## config.mk

```make
export PLATFORM = sky130hd
export DESIGN_NAME = fetch_unit
export DESIGN_NICKNAME = d
export VERILOG_FILES = /design/src/rtl/cpu_pkg.sv /design/src/rtl/fetch_unit.sv
export SDC_FILE = /design/constraint.sdc
export NUM_CORES = 1
export LEC_CHECK = 0
export CORE_AREA = 2 2 81 83
export DETAILED_ROUTE_END_ITERATION = 10
export DIE_AREA = 0 0 83 85
export SYNTH_ARGS = -nofsm -noshare
export SYNTH_HDL_FRONTEND = slang
export SYNTH_SLANG_ARGS = --single-unit
```

## constraint.sdc

```tcl
create_clock -name clk -period 2.4 [get_ports clk]
set_input_delay 0.48 -clock clk [delete_from_list [all_inputs] [get_ports clk]]
set_output_delay 0.48 -clock clk [all_outputs]
set_load 0.01 [all_outputs]
```

## src/rtl/cpu_pkg.sv

```systemverilog
// Shared CPU definitions: opcode constants, the bubble instruction and the
// fetch state encoding, used by both the fetch unit and the decoder.
package cpu_pkg;

  // Reserved opcode carried by bubbles; the decoder treats it as a no-op.
  localparam logic [4:0] OpBubble    = 5'b11011;
  localparam logic [8:0] BubbleInstr = {OpBubble, 4'b0000};

  typedef enum logic [1:0] {
    StIdle,
    StRun,
    StHalted
  } fetch_state_e;

endpackage

```

## src/rtl/fetch_unit.sv

```systemverilog
// Instruction fetch stage: owns the PC, reads instruction memory and holds
// the IF/ID register feeding the decoder.
module fetch_unit
  import cpu_pkg::*;
#(
  parameter int unsigned     PC_W     = 8,
  parameter logic [PC_W-1:0] RESET_PC = '0,
  parameter logic [8:0]      BUBBLE   = BubbleInstr
) (
  input  logic            clk,
  input  logic            rst_n,
  input  logic            run,
  input  logic            halt,
  input  logic            stall,
  input  logic            branch_taken,
  input  logic [PC_W-1:0] branch_target,
  output logic [PC_W-1:0] imem_addr,
  input  logic [8:0]      imem_data,
  output logic [8:0]      instr_out,
  output logic [PC_W-1:0] pc_out,
  output logic            valid_out,
  output logic            done,
  output logic [15:0]     fetch_count
);

  fetch_state_e    state_q, state_d;
  logic [PC_W-1:0] pc_q, pc_d;
  logic [8:0]      instr_q, instr_d;
  logic [PC_W-1:0] pc_out_q, pc_out_d;
  logic            valid_q, valid_d;
  logic [15:0]     count_q, count_d;

  always_comb begin
    state_d  = state_q;
    pc_d     = pc_q;
    instr_d  = instr_q;
    pc_out_d = pc_out_q;
    valid_d  = valid_q;
    count_d  = count_q;
    case (state_q)
      StIdle, StHalted: begin
        instr_d = BUBBLE;
        valid_d = 1'b0;
        // Restart from HALTED keeps the fetch count.
        if (run) begin
          state_d = StRun;
          pc_d    = RESET_PC;
        end
      end
      StRun: begin
        // A halt only counts when it was decoded from a real instruction.
        if (halt && valid_q) begin
          state_d = StHalted;
          instr_d = BUBBLE;
          valid_d = 1'b0;
        end else if (branch_taken) begin
          pc_d    = branch_target;
          instr_d = BUBBLE;
          valid_d = 1'b0;
        end else if (!stall) begin
          instr_d  = imem_data;
          pc_out_d = pc_q;
          valid_d  = 1'b1;
          pc_d     = pc_q + 1'b1;
          if (count_q != 16'hFFFF) begin
            count_d = count_q + 16'd1;
          end
        end
      end
      default: begin
        state_d = StIdle;
        instr_d = BUBBLE;
        valid_d = 1'b0;
      end
    endcase
  end

  always_ff @(posedge clk) begin
    if (!rst_n) begin
      state_q  <= StIdle;
      pc_q     <= RESET_PC;
      instr_q  <= BUBBLE;
      pc_out_q <= '0;
      valid_q  <= 1'b0;
      count_q  <= '0;
    end else begin
      state_q  <= state_d;
      pc_q     <= pc_d;
      instr_q  <= instr_d;
      pc_out_q <= pc_out_d;
      valid_q  <= valid_d;
      count_q  <= count_d;
    end
  end

  assign imem_addr   = pc_q;
  assign instr_out   = instr_q;
  assign pc_out      = pc_out_q;
  assign valid_out   = valid_q;
  assign done        = (state_q == StHalted);
  assign fetch_count = count_q;

endmodule

```

### After elaboration in Yosys (flattened, before gate mapping)

Index checks and enable logic that the tools add are counted.
W data, S select, Z words.

| storage, ports and cells | value |
|---|---|
| bits of input ports | 23 |
| word-level logic and storage cells | 37 |
| register bits | 44 |
| output and inout bits | 43 |

| cells by class | value |
|---|---|
| add/sub/neg operators | 2 |
| multiplexer cells | 8 |
| eq/ne operators | 7 |
| bitwise operators | 5 |
| reductions and logical operators | 9 |

Operators by type and width:

| cell | count |
|---|---|
| $mux W8 | 4 |
| $add A16 B1 Y16 const B | 1 |
| $ne A16 B16 Y1 const B | 1 |
| $pmux W8 S2 | 1 |
| $add A8 B1 Y8 const B | 1 |
| $reduce_and A4 Y1 | 2 |
| $ne A2 B2 Y1 const B | 3 |
| $not A1 Y1 | 5 |
| $reduce_and A5 Y1 | 1 |
| $mux W2 | 2 |
| $pmux W2 S2 | 1 |
| $reduce_or A4 Y1 | 1 |
| $ne A3 B3 Y1 const B | 1 |
| $eq A2 B1 Y1 const B | 1 |
| $eq A2 B2 Y1 const B | 1 |
| $logic_not A2 Y1 | 1 |
| $reduce_and A2 Y1 | 1 |
| $reduce_bool A2 Y1 | 1 |
| $reduce_or A2 Y1 | 1 |
| $logic_and A1 B1 Y1 | 1 |

### Depth between registers and ports, before layout

| logic depth | value |
|---|---|
| depth after elaboration | 5 |
| gate-level depth with buffers | 7 |
| depth with buffers taken out | 5 |

### Worst setup path after synthesis

OpenSTA, ideal clock, no wires.

| timing path | value |
|---|---|
| path type | register to register |
| start | register count_q[0], in the netlist fetch_count[0] |
| end | register count_q[7], in the netlist fetch_count[7] |
| library setup time | 129 ps |
| period minus slack after synthesis | 1,810 ps |
| stages on the path, launching flop included | 7 |
| setup slack | 590 ps |
| buffers on the path | 1 |
| arrival | 1,681 ps |
| required time | 2,271 ps |
| cells stage by stage | dfxtp_1 -> ha_1 -> nand4_1 -> nor4_1 -> buf_2 -> nor4_1 -> mux2i_1 |

| on the way | value |
|---|---|
| word-level cells in the longest chain between the ends | 2 |
| elaborated cells between the ends (all ways) | 3 |
| those cells by class | 1 x add/sub; 1 x eq/ne; 1 x reduce/logical |

RTL lines:

| what | RTL line | text |
|---|---|---|
| from (decl) | fetch_unit.sv:31 | `logic [15:0] count_q, count_d;` |
| from (signal assigned) | fetch_unit.sv:92 | `count_q <= count_d;` |
| parallel branches: the longest is 2 deep, another holds $add A16 B1 Y16 | n/a |  |

Parallel ways; which one is timed is not known.
A chain may end at the register's enable or synchronous reset.

### Worst setup path in the final report

Same ends and word-level chain as after synthesis.

==> metrics.cfg <==
[clock_tree]
clk_path_buf_depth=2
path_clk_slew_ps=80
cts.sinks=44
clk-insertion-delay-late_ps=300
post_cts_buffers=0
postCtsHoldBufs=0
post_cts_resized=0
htreeDepth=2
cts_buffers=5
cts_tree=done
clockRootBuffer=clkbuf_8

[global_routing]
grt_pass1_vias=1982
grt_max_degree=20
grt-ovfl-total=0
grt_antenna_before_repair=0
track_usage=0.165
grt_pass1_wl_mm=9.56

[setup_path]
worst-path-buf-inv=1
crit_family=simple AND/OR/NAND/NOR gates
path_common_cell=nor4_1
cp_max_fo=13
cp_slowest_stage_delay_ps=470
worstSetupPathType=flip-flop to flip-flop
critPathRequiredTime_ps=2580
start_kind=flip-flop
critPathArrivalTime_ps=2160
crit_slowest_cell=dfxtp_1
crit_path_cell_trace=ha_1 -> nand4_1 -> nor4_1 -> buf_4 -> nor4_1 -> mux2i_1
endpoint_kind=flip-flop

[synth]
yosysTopAreaCell=dfxtp_1
synthesis.area_mm2=0.00212
yosysUniqueCellTypes=44
syn-num-nets=281
ys_ff_latch=44
synth-async-reset-ratio=0
synth.top_cell.area_share=0.415
syn_avg_cell_area_um2=8.30
synthTopCellsByArea=dfxtp_1, a21oi_1, mux2i_1
synthCells=256
yosysMostFrequentCell=dfxtp_1
synth-edff-count=0
ys.flop_type=dfxtp_1
synth_common_cells=dfxtp_1, nand2_1, a21oi_1
synth-seq-area-share=0.415
yosysWarnings=0

[floorplanning]
fp.dieH_um=85
die_x_um=83
core-area_mm2=0.00620
dieArea_mm2=0.00706
boundaryPins=66
rows=29
initial_core_util=0.342

[timing]
relSlewSlack=0.480
finalSetupViolCount=0
grt_setup_unrepaired=false
final_max_slew_viol_count=0
layout_min_cycle_time_ps=1980
fmax_ghz=0.505
skew_ps=8.09
finalHoldViolCount=0
tns_ps=0
fin_crit_sh=0.825
hold_ws_ps=461
tightest_slew_ps=780
finalWorstSetupSlack_ps=420

[cells_and_area]
diodes=0
drive_above_1_share=0.0644
syn_to_final_growth_pct=41.0
multi_input_area_mm2=0.00115
seq_area_um2=881
num-nets-final=350
fill_cells=614

[run_status]
status=finished clean

[drt]
vias_per_cell=5.36
drc=0
first_pass_iters=4
wirelength_mm=5.89
vias=2161
drt-wirelength-per-cell_um=14.6
drt-initial-drc-count=98
antenna_left=0

[power]
power_density_mw_per_mm2=469
p_total_mw=1.40
ir_drop_uv=265
leakage_nw=1.03

[place]
dpl.hpwl_mm=4.34
place_congestion=0.846
dp_slack_ps=213
io_buffers=65

[job]
cap_violations=0

[worst_hold_path]
min_path_type=flip-flop to flip-flop

## tightest hold or removal path, stage by stage, from the launching register on
cell	delay, ps
dfxtp_1	320
nand2_1	50
a21oi_1	50
## logic make-up (layout without fill, tap and decap cells)
kind of cell,Yosys count,count (layout),share of synthesized area
muxes,14,14,0.0660
DFF,44,44,0.415
and+or+nand+nor,111,111,0.276
AOI/OAI and AO/OA,62,62,0.181
buffers and inverters,21,91,0.0430
xor gates and xnor gates,2,2,0.00825
adders and majority gates,2,2,0.0118
## cell usage in the layout (no fill, tap or decap), types with 2 or more instances in the layout
cell type / netlist / routed
ha_1: 2 / 2
nand4_2: 2 / 2
buf_4: 0 / 11
or4_1: 7 / 7
a41oi_1: 2 / 2
mux2i_1: 14 / 14
a22oi_1: 2 / 2
nand2_1: 34 / 34
or3_1: 3 / 3
clkdlybuf4s50_1: 0 / 65
nand3_1: 10 / 10
a21o_1: 2 / 2
a211oi_1: 3 / 3
dfxtp_1: 44 / 44
and3_1: 5 / 5
nand2b_1: 9 / 9
inv_1: 6 / 6
clkbuf_8: 0 / 6
o31ai_1: 6 / 6
o22ai_1: 4 / 4
nor2_1: 16 / 16
a21oi_1: 28 / 28
nor4_1: 5 / 5
nor3_1: 5 / 5
o2111ai_1: 2 / 2
o21ai_0: 7 / 7
nor2b_1: 5 / 5
nand4_1: 4 / 4
clkbuf_1: 9 / 2
## through the flow
step	cell area, µm²	std cells	util
after floorplan	2120	256	-
after global placement	2910	395	0.468
after detailed placement	2910	395	0.468
after CTS	3000	403	0.483
after global routing	3000	403	0.483
final	3000	403	0.483
## report_power, final
part | total [mW] | switching (mW) | internal (mW) | leakage, nW
clock | 0.490 | 0.255 | 0.235 | 0.0455
combinational | 0.162 | 0.0778 | 0.0841 | 0.633
sequential | 0.752 | 0.0127 | 0.740 | 0.356
## final timing paths
check,startpoint,endpoint,slack [ps],cells after the start
max,fetch_count[0],fetch_count[7],420,6
min,pc_out[7],pc_out[7],460,2
max reg2reg,fetch_count[0],fetch_count[7],420,6
min reg2reg,pc_out[7],pc_out[7],460,2
## cell type report
cell class / count / area share
inverters: 6 / 0.00752
flip-flops and latches: 44 / 0.294
clock buffers: 8 / 0.0301
well taps: 77 / 0.0322
repair buffers: 77 / 0.251
multi-input cells: 191 / 0.385
## routing by layer
layer  GRT usage  wire, µm
met3      0.0438       269
met4      0.0492        60
met5           0         0
met1       0.218      2830
met2       0.267      2730
## sequential cells by signal, indices dropped and copies added (netlist names)
name	count
pc_out	8
imem_addr	8
instr_out	9
state_q	2
valid_out	1
fetch_count	16
Power figures use the tool's default switching activity.
==> edit: new RTL, same settings <==
The parameter `PC_W` goes from 8 to 6.
--- a/src/rtl/fetch_unit.sv
+++ b/src/rtl/fetch_unit.sv
@@ -3,7 +3,7 @@
 module fetch_unit
   import cpu_pkg::*;
 #(
-  parameter int unsigned     PC_W     = 8,
+  parameter int unsigned     PC_W     = 6,
   parameter logic [PC_W-1:0] RESET_PC = '0,
   parameter logic [8:0]      BUBBLE   = BubbleInstr
 ) (
Ports: changed (resized branch_target, imem_addr and pc_out); port bits go from 66 to 60. No check against the original RTL was run, so the function may have changed too.
==> edit against the original RTL <==
- routed wire length is 16% lower
- largest power group unchanged
- sequential cell count is 4 lower
- sequential power is 9.2% lower
- power is 7.9% lower
- cell area is 6.5% lower
- area after synthesis is 6.1% lower
- register-to-register slack better by 0.12 ns
- setup slack better by 0.043 ns
- critical path type is now reg -> out
==> edit: results (changes against the original RTL) <==
run_status:
  status: "completed"
critical_path:
  cp_slowest_cell: "clkdlybuf4s50_1"
  cpLargestDelayFamily: "buffers and inverters"
  cp.arrival_ns: 1.46  # -0.70 ns
  rr_endpoint: "fetch_count[14]"
  crit_end: "fetch_count[2]"
  crit_start: "fetch_count[2]"
  path_class: "reg -> out"
  cp_slowest_stage_delay_ns: 0.63  # +0.16 ns
power:
  ir_drop_uv: 255  # -3.6%
  power_leakage_uw: 0.000980  # -5.3%
logic_synthesis:
  synth_xor_xnor_area_share_pct: 0.439  # -0.39 points
  synth.area.top_cells: "dfxtp_1 40%, mux2i_1 6.0%, a21oi_1 5.8%"
  synth_fa_ha_area_share_pct: 1.25  # +0.077 points
  synth_compound_area_share_pct: 17.3  # -0.77 points
  synth_cell_types: 53  # +20%
  ys_top_cells_by_count: "40 x dfxtp_1, 23 x a21oi_1, 23 x nand2_1, 12 x mux2i_1"
  syn_nets: 245  # -13%
place:
  routabilityCongestion: 0.795  # -6.1%
  placement.io_buffers: 59  # -9.2%
global_route:
  track_usage_pct: 14.1  # -2.4 points
  grt_start_max_net_pins: 21  # +5.0%
  use_met2_pct: 22.5  # -4.2 points
  grt_util_met3_pct: 4.47  # +0.097 points
  grtUsageMet1_pct: 18.5  # -3.3 points
  grt_pass1_wl_mm: 8.39  # -12%
  grt_pass1_vias: 1840  # -7.2%
worst_hold_path:
  hp-start: "pc_out[1]"
  whs_endpoint: "pc_out[1]"
drt:
  drt-met1-wl_mm: 2.46  # -13%
  wl_met2_mm: 2.15  # -21%
  drt_iter0_drc: 101  # +3.1%
  met3_wirelength_um: 291  # +8.2%
  viasPerCell: 5.13  # -4.3%
sta:
  hold_slack_ns: 0.453  # -0.00760 ns
  finClkSkew_ns: 0.00670  # -0.00139 ns
finish:
  drive_gt1_share_pct: 12.5  # +6.0 points
edit: cell count changes after synthesis, moves of 3 or more:
cell | before | now
or4_1 | 7 | 10
a21oi_1 | 28 | 23
nor2_1 | 16 | 10
and2_1 | 0 | 3
o22ai_1 | 4 | 0
nor4_1 | 5 | 1
clkbuf_1 | 9 | 3
nand2b_1 | 9 | 4
o21ai_1 | 0 | 4
and3_1 | 5 | 1
dfxtp_1 | 44 | 40
nand2_1 | 34 | 23
o31ai_1 | 6 | 10
o21ai_0 | 7 | 1
edit: metrics by stage:
| stage | utilization, % | instance area [µm²] | instances | setup slack, ns |
|---|---|---|---|---|
| 2_1_floorplan | - | 1990 | 222 | 0.590 |
| 3_5_place_dp | 43.6 | 2710 | 358 | 0.147 |
| 4_1_cts | 45.1 | 2800 | 366 | 0.460 |
| 5_1_grt | 45.1 | 2800 | 366 | 0.345 |
| 3_3_place_gp | 43.6 | 2710 | 358 | 0.167 |
| 6_report | 45.1 | 2800 | 366 | 0.463 |
edit: layout make-up:
class / count / area [µm²]
inverter: 6 / 22.5
multi-input combinational: 163 / 1090
clock inverter: 2 / 10.0
sequential: 40 / 801
timing repair buffer: 72 / 701
fill: 609 / 3400
clock buffer: 6 / 82.6
tap: 77 / 96.3
edit: kinds of logic (layout without fill, tap and decap cells):
family / count (synthesis) / count (layout)
flops: 40 / 40
xor+xnor: 1 / 1
buf+inv: 19 / 86
mux: 13 / 13
compound gates: 53 / 53
fa+ha+maj: 2 / 2
simple gates: 94 / 94
edit: report_power, final:
part	switching, µW	internal (µW)
sequential	11.1	672
clock	240	230
combinational	64.4	76.0
total	315	978
